## config.mk

```make
export PLATFORM = sky130hd
export DESIGN_NAME = phy_loader
export DESIGN_NICKNAME = d
export VERILOG_FILES = /design/src/rtl/updi_phy_pkg.sv /design/src/rtl/phy_shift12.sv /design/src/rtl/phy_loader.sv
export SDC_FILE = /design/constraint.sdc
export NUM_CORES = 1
export LEC_CHECK = 0
export BUFFER_PORTS_ARGS = -buffer_cell sky130_fd_sc_hd__buf_4
export CELL_PAD_IN_SITES_DETAIL_PLACEMENT = 0
export CELL_PAD_IN_SITES_GLOBAL_PLACEMENT = 2
export CORE_MARGIN = 5
export CORE_UTILIZATION = 31
export DETAILED_ROUTE_END_ITERATION = 10
export GPL_TIMING_DRIVEN = 1
export PLACE_DENSITY = 0.74
export SLEW_MARGIN = 30
export SYNTH_ARGS = -nofsm -noshare
export SYNTH_HDL_FRONTEND = slang
export SYNTH_HIERARCHICAL = 1
export SYNTH_SLANG_ARGS = --single-unit
```

## constraint.sdc

```tcl
create_clock -name clk -period 1.6 [get_ports clk]
set_clock_uncertainty 0.15 [all_clocks]
set_input_delay 0.24 -clock clk [delete_from_list [all_inputs] [get_ports clk]]
set_output_delay 0.24 -clock clk [all_outputs]
set_load 0.05 [all_outputs]
```

## src/rtl/updi_phy_pkg.sv

```systemverilog
// Shared constants and types for the UPDI bit-level physical layer.
package updi_phy_pkg;

  // Frame length: start, 8 data, parity, 2 stop (opaque to the PHY).
  localparam int FRAME_W = 12;
  // Receive-buffer address width.
  localparam int ADDR_W  = 7;

  // Level of the serial lines when nothing is being sent.
  localparam logic IDLE_LINE = 1'b1;

  // Link direction state; the line is half-duplex so only one is active.
  typedef enum logic [1:0] {
    IDLE = 2'd0,
    TX   = 2'd1,
    RX   = 2'd2
  } state_t;

endpackage

```

## src/rtl/phy_shift12.sv

```systemverilog
// Frame shift register with bit counter, shared by transmit and receive.
// Loading clears the counter; every shift moves the register one place
// towards bit 0, inserting i_sin at the top, and bumps the counter.
module phy_shift12
  import updi_phy_pkg::*;
#(
  parameter int W     = FRAME_W,
  parameter int CNT_W = $clog2(W)
) (
  input  logic             clk,
  input  logic             rst_n,
  input  logic             i_load,
  input  logic [W-1:0]     i_ldata,
  input  logic             i_shift,
  input  logic             i_sin,
  output logic [W-1:0]     o_q,
  output logic [CNT_W-1:0] o_cnt
);

  logic [W-1:0]     r_q;
  logic [CNT_W-1:0] r_cnt;

  // Parallel load has priority over shifting; both hold otherwise.
  always_ff @(posedge clk or negedge rst_n) begin
    if (!rst_n) begin
      r_q   <= '0;
      r_cnt <= '0;
    end else if (i_load) begin
      r_q   <= i_ldata;
      r_cnt <= '0;
    end else if (i_shift) begin
      r_q   <= {i_sin, r_q[W-1:1]};
      r_cnt <= r_cnt + CNT_W'(1);
    end
  end

  assign o_q   = r_q;
  assign o_cnt = r_cnt;

endmodule

```

## src/rtl/phy_loader.sv

```systemverilog
// UPDI bit-level PHY: serialises frames onto pwdata and deserialises frames
// from prdata into an SRAM-style receive buffer write port.
module phy_loader #(
  parameter int FRAME_W = updi_phy_pkg::FRAME_W,
  parameter int ADDR_W  = updi_phy_pkg::ADDR_W
) (
  input  logic               clk,
  input  logic               rst,
  input  logic               ten,
  input  logic               ren,
  input  logic [FRAME_W-1:0] i_data,
  output logic               pwdata,
  input  logic               prdata,
  output logic               tend,
  output logic               rend,
  output logic               csb0,
  output logic               web0,
  output logic [ADDR_W-1:0]  addr0,
  output logic [FRAME_W-1:0] o_data
);

  import updi_phy_pkg::*;

  localparam int CNT_W = $clog2(FRAME_W);
  // Counter value while the last tx bit is on the line.
  localparam logic [CNT_W-1:0] CNT_TX_LAST = CNT_W'(FRAME_W - 1);
  // Counter value when the final rx sample is being shifted in.
  localparam logic [CNT_W-1:0] CNT_RX_LAST = CNT_W'(FRAME_W - 2);

  state_t r_state;
  state_t w_state_nxt;

  logic               r_pwdata;
  logic               r_tend;
  logic               r_rend;
  logic               r_csb0;
  logic               r_web0;
  logic [ADDR_W-1:0]  r_addr0;
  logic [ADDR_W-1:0]  r_wptr;
  logic [FRAME_W-1:0] r_odata;

  logic               w_pwdata_nxt;
  logic               w_tend_nxt;
  logic               w_wr_nxt;
  logic               w_load;
  logic [FRAME_W-1:0] w_ldata;
  logic               w_shift;
  logic               w_sin;
  logic [FRAME_W-1:0] w_q;
  logic [CNT_W-1:0]   w_cnt;
  logic [FRAME_W-1:0] w_rx_frame;

  // For tx, bit 0 goes straight to the line register at capture time, so the
  // shifter holds only the remaining bits and its bit 0 is always the next
  // bit to send. For rx, the start bit is loaded at the top and the rest
  // shift in behind it.
  phy_shift12 #(
    .W     (FRAME_W),
    .CNT_W (CNT_W)
  ) u_shift (
    .clk     (clk),
    .rst_n   (rst),
    .i_load  (w_load),
    .i_ldata (w_ldata),
    .i_shift (w_shift),
    .i_sin   (w_sin),
    .o_q     (w_q),
    .o_cnt   (w_cnt)
  );

  // Frame as it will stand once the current prdata sample is shifted in.
  assign w_rx_frame = {prdata, w_q[FRAME_W-1:1]};

  // State register.
  always_ff @(posedge clk or negedge rst) begin
    if (!rst) begin
      r_state <= IDLE;
    end else begin
      r_state <= w_state_nxt;
    end
  end

  // Next-state, shifter control and next values of the registered outputs.
  always_comb begin
    w_state_nxt  = r_state;
    w_pwdata_nxt = IDLE_LINE;
    w_tend_nxt   = 1'b0;
    w_wr_nxt     = 1'b0;
    w_load       = 1'b0;
    w_ldata      = {IDLE_LINE, i_data[FRAME_W-1:1]};
    w_shift      = 1'b0;
    w_sin        = IDLE_LINE;
    case (r_state)
      IDLE: begin
        if (ten) begin
          // Transmit wins when both directions are requested.
          w_load       = 1'b1;
          w_pwdata_nxt = i_data[0];
          w_state_nxt  = TX;
        end else if (ren && !prdata) begin
          // The low sample is the start bit, i.e. frame bit 0.
          w_load      = 1'b1;
          w_ldata     = {prdata, {(FRAME_W-1){1'b0}}};
          w_state_nxt = RX;
        end
      end
      TX: begin
        if (w_cnt == CNT_TX_LAST) begin
          if (ten) begin
            // Stream the next frame with no idle gap.
            w_load       = 1'b1;
            w_pwdata_nxt = i_data[0];
          end else begin
            w_state_nxt = IDLE;
          end
        end else begin
          w_shift      = 1'b1;
          w_pwdata_nxt = w_q[0];
          w_tend_nxt   = (w_cnt == CNT_TX_LAST - CNT_W'(1));
        end
      end
      RX: begin
        w_shift = 1'b1;
        w_sin   = prdata;
        if (w_cnt == CNT_RX_LAST) begin
          w_wr_nxt    = 1'b1;
          w_state_nxt = IDLE;
        end
      end
      default: begin
        w_state_nxt = IDLE;
      end
    endcase
  end

  // Line and strobe outputs come straight from flops so they never glitch.
  always_ff @(posedge clk or negedge rst) begin
    if (!rst) begin
      r_pwdata <= IDLE_LINE;
      r_tend   <= 1'b0;
      r_rend   <= 1'b0;
      r_csb0   <= 1'b1;
      r_web0   <= 1'b1;
    end else begin
      r_pwdata <= w_pwdata_nxt;
      r_tend   <= w_tend_nxt;
      r_rend   <= w_wr_nxt;
      r_csb0   <= ~w_wr_nxt;
      r_web0   <= ~w_wr_nxt;
    end
  end

  // Receive buffer write: latch frame and address, then advance the pointer.
  always_ff @(posedge clk or negedge rst) begin
    if (!rst) begin
      r_odata <= '0;
      r_addr0 <= '0;
      r_wptr  <= '0;
    end else if (w_wr_nxt) begin
      r_odata <= w_rx_frame;
      r_addr0 <= r_wptr;
      r_wptr  <= r_wptr + ADDR_W'(1);
    end
  end

  assign pwdata = r_pwdata;
  assign tend   = r_tend;
  assign rend   = r_rend;
  assign csb0   = r_csb0;
  assign web0   = r_web0;
  assign addr0  = r_addr0;
  assign o_data = r_odata;

endmodule

```

# Word-level counts from Yosys, hierarchy flattened
# Index checks and enable logic that the tools add are counted.
# totals
ff_bits	48
input_bits	17
out_inout_bits	24
# op_classes
addsub	2
eq_ne	8
muxes	28
bitwise_logic	1
n_reduce_logical	5
# op_table
cell	count
12-bit 2-to-1 mux	5
1-bit 2-to-1 mux	12
2-bit 2-to-1 mux	5
4-bit equality test (second input constant)	2
4-bit 2-to-1 mux	2
7-bit by 1-bit adder with 7-bit output (second input constant)	1
2-bit inequality test (second input constant)	3
1-bit one-hot mux with 2 select lines	3
2-bit one-hot mux with 3 select lines	1
4-bit by 1-bit adder with 4-bit output (second input constant)	1
4-bit AND reduction	1
3-bit inequality test (second input constant)	1
2-bit by 1-bit equality test with 1-bit output (second input constant)	1
2-bit equality test (second input constant)	1
2-bit zero test	1
2-bit nonzero test	1
1-bit logical AND	1
1-bit zero test	1
1-bit inverter	1

# Longest topological paths before layout
# logic_depth
word_depth	6
mapped_depth	8

# Modules after synthesis
# Netlist, hierarchy kept.
# by_module_without_submodules
module	n_inst	cells_per_inst	area_each_um2
phy_loader	1	155	1456.4
phy_shift12	1	69	774.5

# Least setup slack after synthesis
# OpenSTA, ideal clock, no wires.
# synth_path
kind	flip-flop to flip-flop
start	register r_state[1]
end	register u_shift.r_cnt[3] (netlist: u_shift/o_cnt[3])
t_arrival_ps	1443
path_slack_ps	-118
stages_incl_launch_ff	8
cell_sequence	dfrtp_1 inv_1 ha_1 a21oi_1 nor2b_1 buf_6 nand4_2 mux2_4
# synth_via
elab_chain_cells	3
word_cells_on_any_way	7
# synth_lines
item	line_no	source
start: declaration	phy_loader.sv:30	state_t r_state;
start signal: assignment	phy_loader.sv:79	r_state <= w_state_nxt;
2-bit equality test or 2-bit by 1-bit equality test with 1-bit output (tied branches)	phy_loader.sv:93	case (r_state)
1-bit one-hot mux with 2 select lines (*)	phy_loader.sv:93	
net w_shift	phy_loader.sv:47	logic w_shift;
2-bit nonzero test (no line) (*)	--	
end signal: assignment	phy_shift12.sv:33	r_cnt <= r_cnt + CNT_W'(1);
end: declaration	phy_shift12.sv:21	logic [CNT_W-1:0] r_cnt;
# The timed path passes the listed nets; every way through them passes the cells marked *.
# A chain may end at the register's enable or synchronous reset.

# Worst setup path after layout
# layout_path
start	register r_state[0]
end	register u_shift.r_q[10] (netlist: u_shift/o_q[10])
# layout_via
elab_chain_cells	3
word_cells_on_any_way	8
# layout_lines
item	line_no	source
2-bit equality test or 2-bit by 1-bit equality test with 1-bit output (tied branches)	phy_loader.sv:93	
1-bit one-hot mux with 2 select lines (*)	phy_loader.sv:93	
net w_shift	phy_loader.sv:47	
2-bit nonzero test (no line) (*)	--	
end signal: assignment	phy_shift12.sv:29	r_q <= i_ldata;
end signal: assignment	phy_shift12.sv:32	r_q <= {i_sin, r_q[W-1:1]};
end: declaration	phy_shift12.sv:20	logic [W-1:0] r_q;
# Marks and branches as above.

==> results.sh <==
export IMPL_status="complete, but fails checks"
export IMPL_violations="setup timing"
export IMPL_final_antenna_net_count=0
export IMPL_hold_class="primary input to flop"
export IMPL_via_per_inst=4.35
export IMPL_yosysMostFrequentCell="nand2_1"
export IMPL_cap_violations=0
export IMPL_ys_seq_area_share_pct=54.0
export IMPL_layout_setup_ws_ps=-47.9
export IMPL_synth_nets=246
export IMPL_avgRoutedWirePerCell_um=12.6
export IMPL_rr_worst_depth=7
export IMPL_initial_core_util_pct=31.3
export IMPL_r2r_setup_slack_ps=-50
export IMPL_fillers=718
export IMPL_grt_max_degree=49
export IMPL_coreArea_um2=7140
export IMPL_syn_inst=224
export IMPL_synth_top_area_share_pct=51.6
export IMPL_overflow=0
export IMPL_powerDensity_nw_per_um2=1320
export IMPL_final_max_slew_violation_count=0
export IMPL_path_max_fanout=11
export IMPL_critPathRequiredTime_ps=1650
export IMPL_regToRegEndpoint="u_shift/o_q[10]"
export IMPL_grt_pass1_vias=1814
export IMPL_io_pins=41
export IMPL_ir_drop_uv=513
export IMPL_cp_end_kind="flop"
export IMPL_critPathLaunchType="flop"
export IMPL_dr_pass1_iters=4
export IMPL_min_path_cells=3
export IMPL_fin_setup_tns_ps=-350
export IMPL_drt_total_wl_mm=5.03
export IMPL_synth_ff_type="dfrtp_1"
export IMPL_worstMarginPinSlew_ps=609
export IMPL_yosysWarnings=6
export IMPL_antenna_found_initial=0
export IMPL_period_needed_ps=1650
export IMPL_synth_area_top_cells="dfrtp_1 52%, nand2_1 12%, mux2i_1 5.8%"
export IMPL_drtIter0Drc=56
export IMPL_globalplace_congestion=0.742
export IMPL_root_buffer="clkbuf_8"
export IMPL_drc=0
export IMPL_critPathArrivalTime_ps=1690
export IMPL_clock_latency_ps=310
export IMPL_port_buffers=40
export IMPL_cts_buffers=5
export IMPL_layout_nets=321
export IMPL_relSlewSlack_pct=59.4
export IMPL_finalSetupViolCount=16
export IMPL_chipWidth_um=94.8
export IMPL_place_ws_ps=-98.0
export IMPL_yosysUniqueCellTypes=39
export IMPL_clock_sinks=48
export IMPL_diodes=0
export IMPL_ys_ff_latch=48
export IMPL_rsz0062_at_grt="yes"
export IMPL_area_growth_pct=44.8
export IMPL_r2r_start="r_state[0]"
export IMPL_num_rows=31
export IMPL_synth_edff_count=0
export IMPL_dieArea_um2=8990
export IMPL_cts_max_level=2
export IMPL_max_freq_mhz=607
export IMPL_hold_viol=0
export IMPL_path_class="flop to flop"
export IMPL_dp_hpwl_mm=3.58
export IMPL_hp_start="prdata"
export IMPL_async_flop_share_pct=100
export IMPL_clk_pin_slew_worst_paths_ps=90
export IMPL_p_leak_nw=1.61
export IMPL_grt_pass1_wl_mm=8.56
export IMPL_finalCritPeriodShare_pct=103
export IMPL_cts_buffer_depth=2
export IMPL_gr_usage_all_layers_pct=12.0
export IMPL_hold_end="o_data[11]"
export IMPL_synth_area_um2=2230
export IMPL_layout_drive_gt1_share_pct=36.0
export IMPL_syn_area_per_cell_um2=9.96
export IMPL_vias=1735
export IMPL_yosysTopAreaCell="dfrtp_1"
export IMPL_ys_top_cells_by_count="74 x nand2_1, 46 x dfrtp_1, 14 x nor2b_1, 13 x mux2i_1, 7 x o21ai_1"
export IMPL_cts_tree="yes"
export IMPL_chipHeight_um=94.8
-- worst max-delay path by stage --
stage                          start               end  slack [ps]  cells after the start
after floorplan           r_state[0]  u_shift/o_cnt[3]         -60                      7
after global placement    r_state[1]    u_shift/o_q[0]         -70                      6
after detailed placement  r_state[1]    u_shift/o_q[1]        -100                      7
after CTS                 r_state[1]   u_shift/o_q[10]         -50                      7
after global routing      r_state[1]    u_shift/o_q[0]        -140                      7
final                     r_state[0]   u_shift/o_q[10]         -50                      7
-- layout by cell type (no fill, tap or decap), drive strengths merged, types with 2 or more instances in the layout --
cell	instances
nand4	4
nand3	2
ha	5
a21oi	4
nor2	5
and3	2
nor2b	14
nand2	75
mux2i	13
xnor2	6
dfrtp	46
inv	7
clkbuf	7
dfstp	2
o21ai	13
bufinv	2
buf	76
-- cell type report --
type	count	area (um^2)	share of cell area (%)
flip-flops and latches	48	1200	37.3
clock inverters	3	68.8	2.13
multi-input cells	159	1030	31.8
repair buffers	79	708	21.9
clock buffers	5	68.8	2.13
well taps	99	124	3.83
inverters	6	30.0	0.930
-- cell families (layout without fill, tap and decap cells) --
kind of cell               count (synthesis)  in the layout  share of synthesized area, %
AOI/OAI and AO/OA                         23             23                          6.28
xor gates and xnor gates                   7              7                          2.75
adders and majority gates                  5              5                          2.80
buffers and inverters                     17             93                          4.77
DFF                                       48             48                          54.0
muxes                                     14             14                          6.51
and+or+nand+nor                          110            110                          22.9
-- per-stage QoR --
stage                     hold WS, ps  utilization (%)  instances  power [mW]  instance area [um^2]
after floorplan                  -206                -        224        2.46                  2260
after CTS                        11.6             43.6        394        4.22                  3110
after detailed placement          154             40.4        381        3.00                  2880
after global routing             26.8             45.3        399        4.53                  3230
after global placement            153             40.4        381        2.97                  2880
final                            9.41             45.3        399        4.26                  3230
-- registers in the layout, indices dropped and copies added, names as in the netlist --
signal	count
tend	1
u_shift/o_cnt	4
rend	1
pwdata	1
o_data	12
r_state	2
web0	1
r_wptr	7
u_shift/o_q	12
addr0	7
-- power by group --
part           total [mW]  switching [mW]  internal (mW)
sequential           1.60           0.174           1.42
clock                1.06           0.430          0.629
combinational        1.61           0.750          0.859
-- what timing repair did --
| item | in CTS | in global routing |
|---|---|---|
| endpoints found under the setup margin | 35 | 31 |
| pin swaps | 4 | 14 |
| resized for setup | 20 | 10 |
| buffers inserted | 4 | 3 |
| cloned | 0 | 2 |
| endpoints found under the hold margin | 46 | 0 |
| hold buffers | 1 | 0 |
-- critical path, stage by stage, from the launching register on --
cell and delay, ps:
dfrtp_1 390, buf_4 140, ha_4 150, a21oi_2 70
nor2b_4 190, buf_12 170, mux2i_1 210, o21ai_1 70
-- per-layer routing --
metal  global-route usage [%]  routed length, um
met3                     2.39                193
met5                        0                  0
met2                     20.1               2480
met1                     15.8               2310
met4                     3.25                 50
Note: power is estimated with default switching activity, not from simulation.
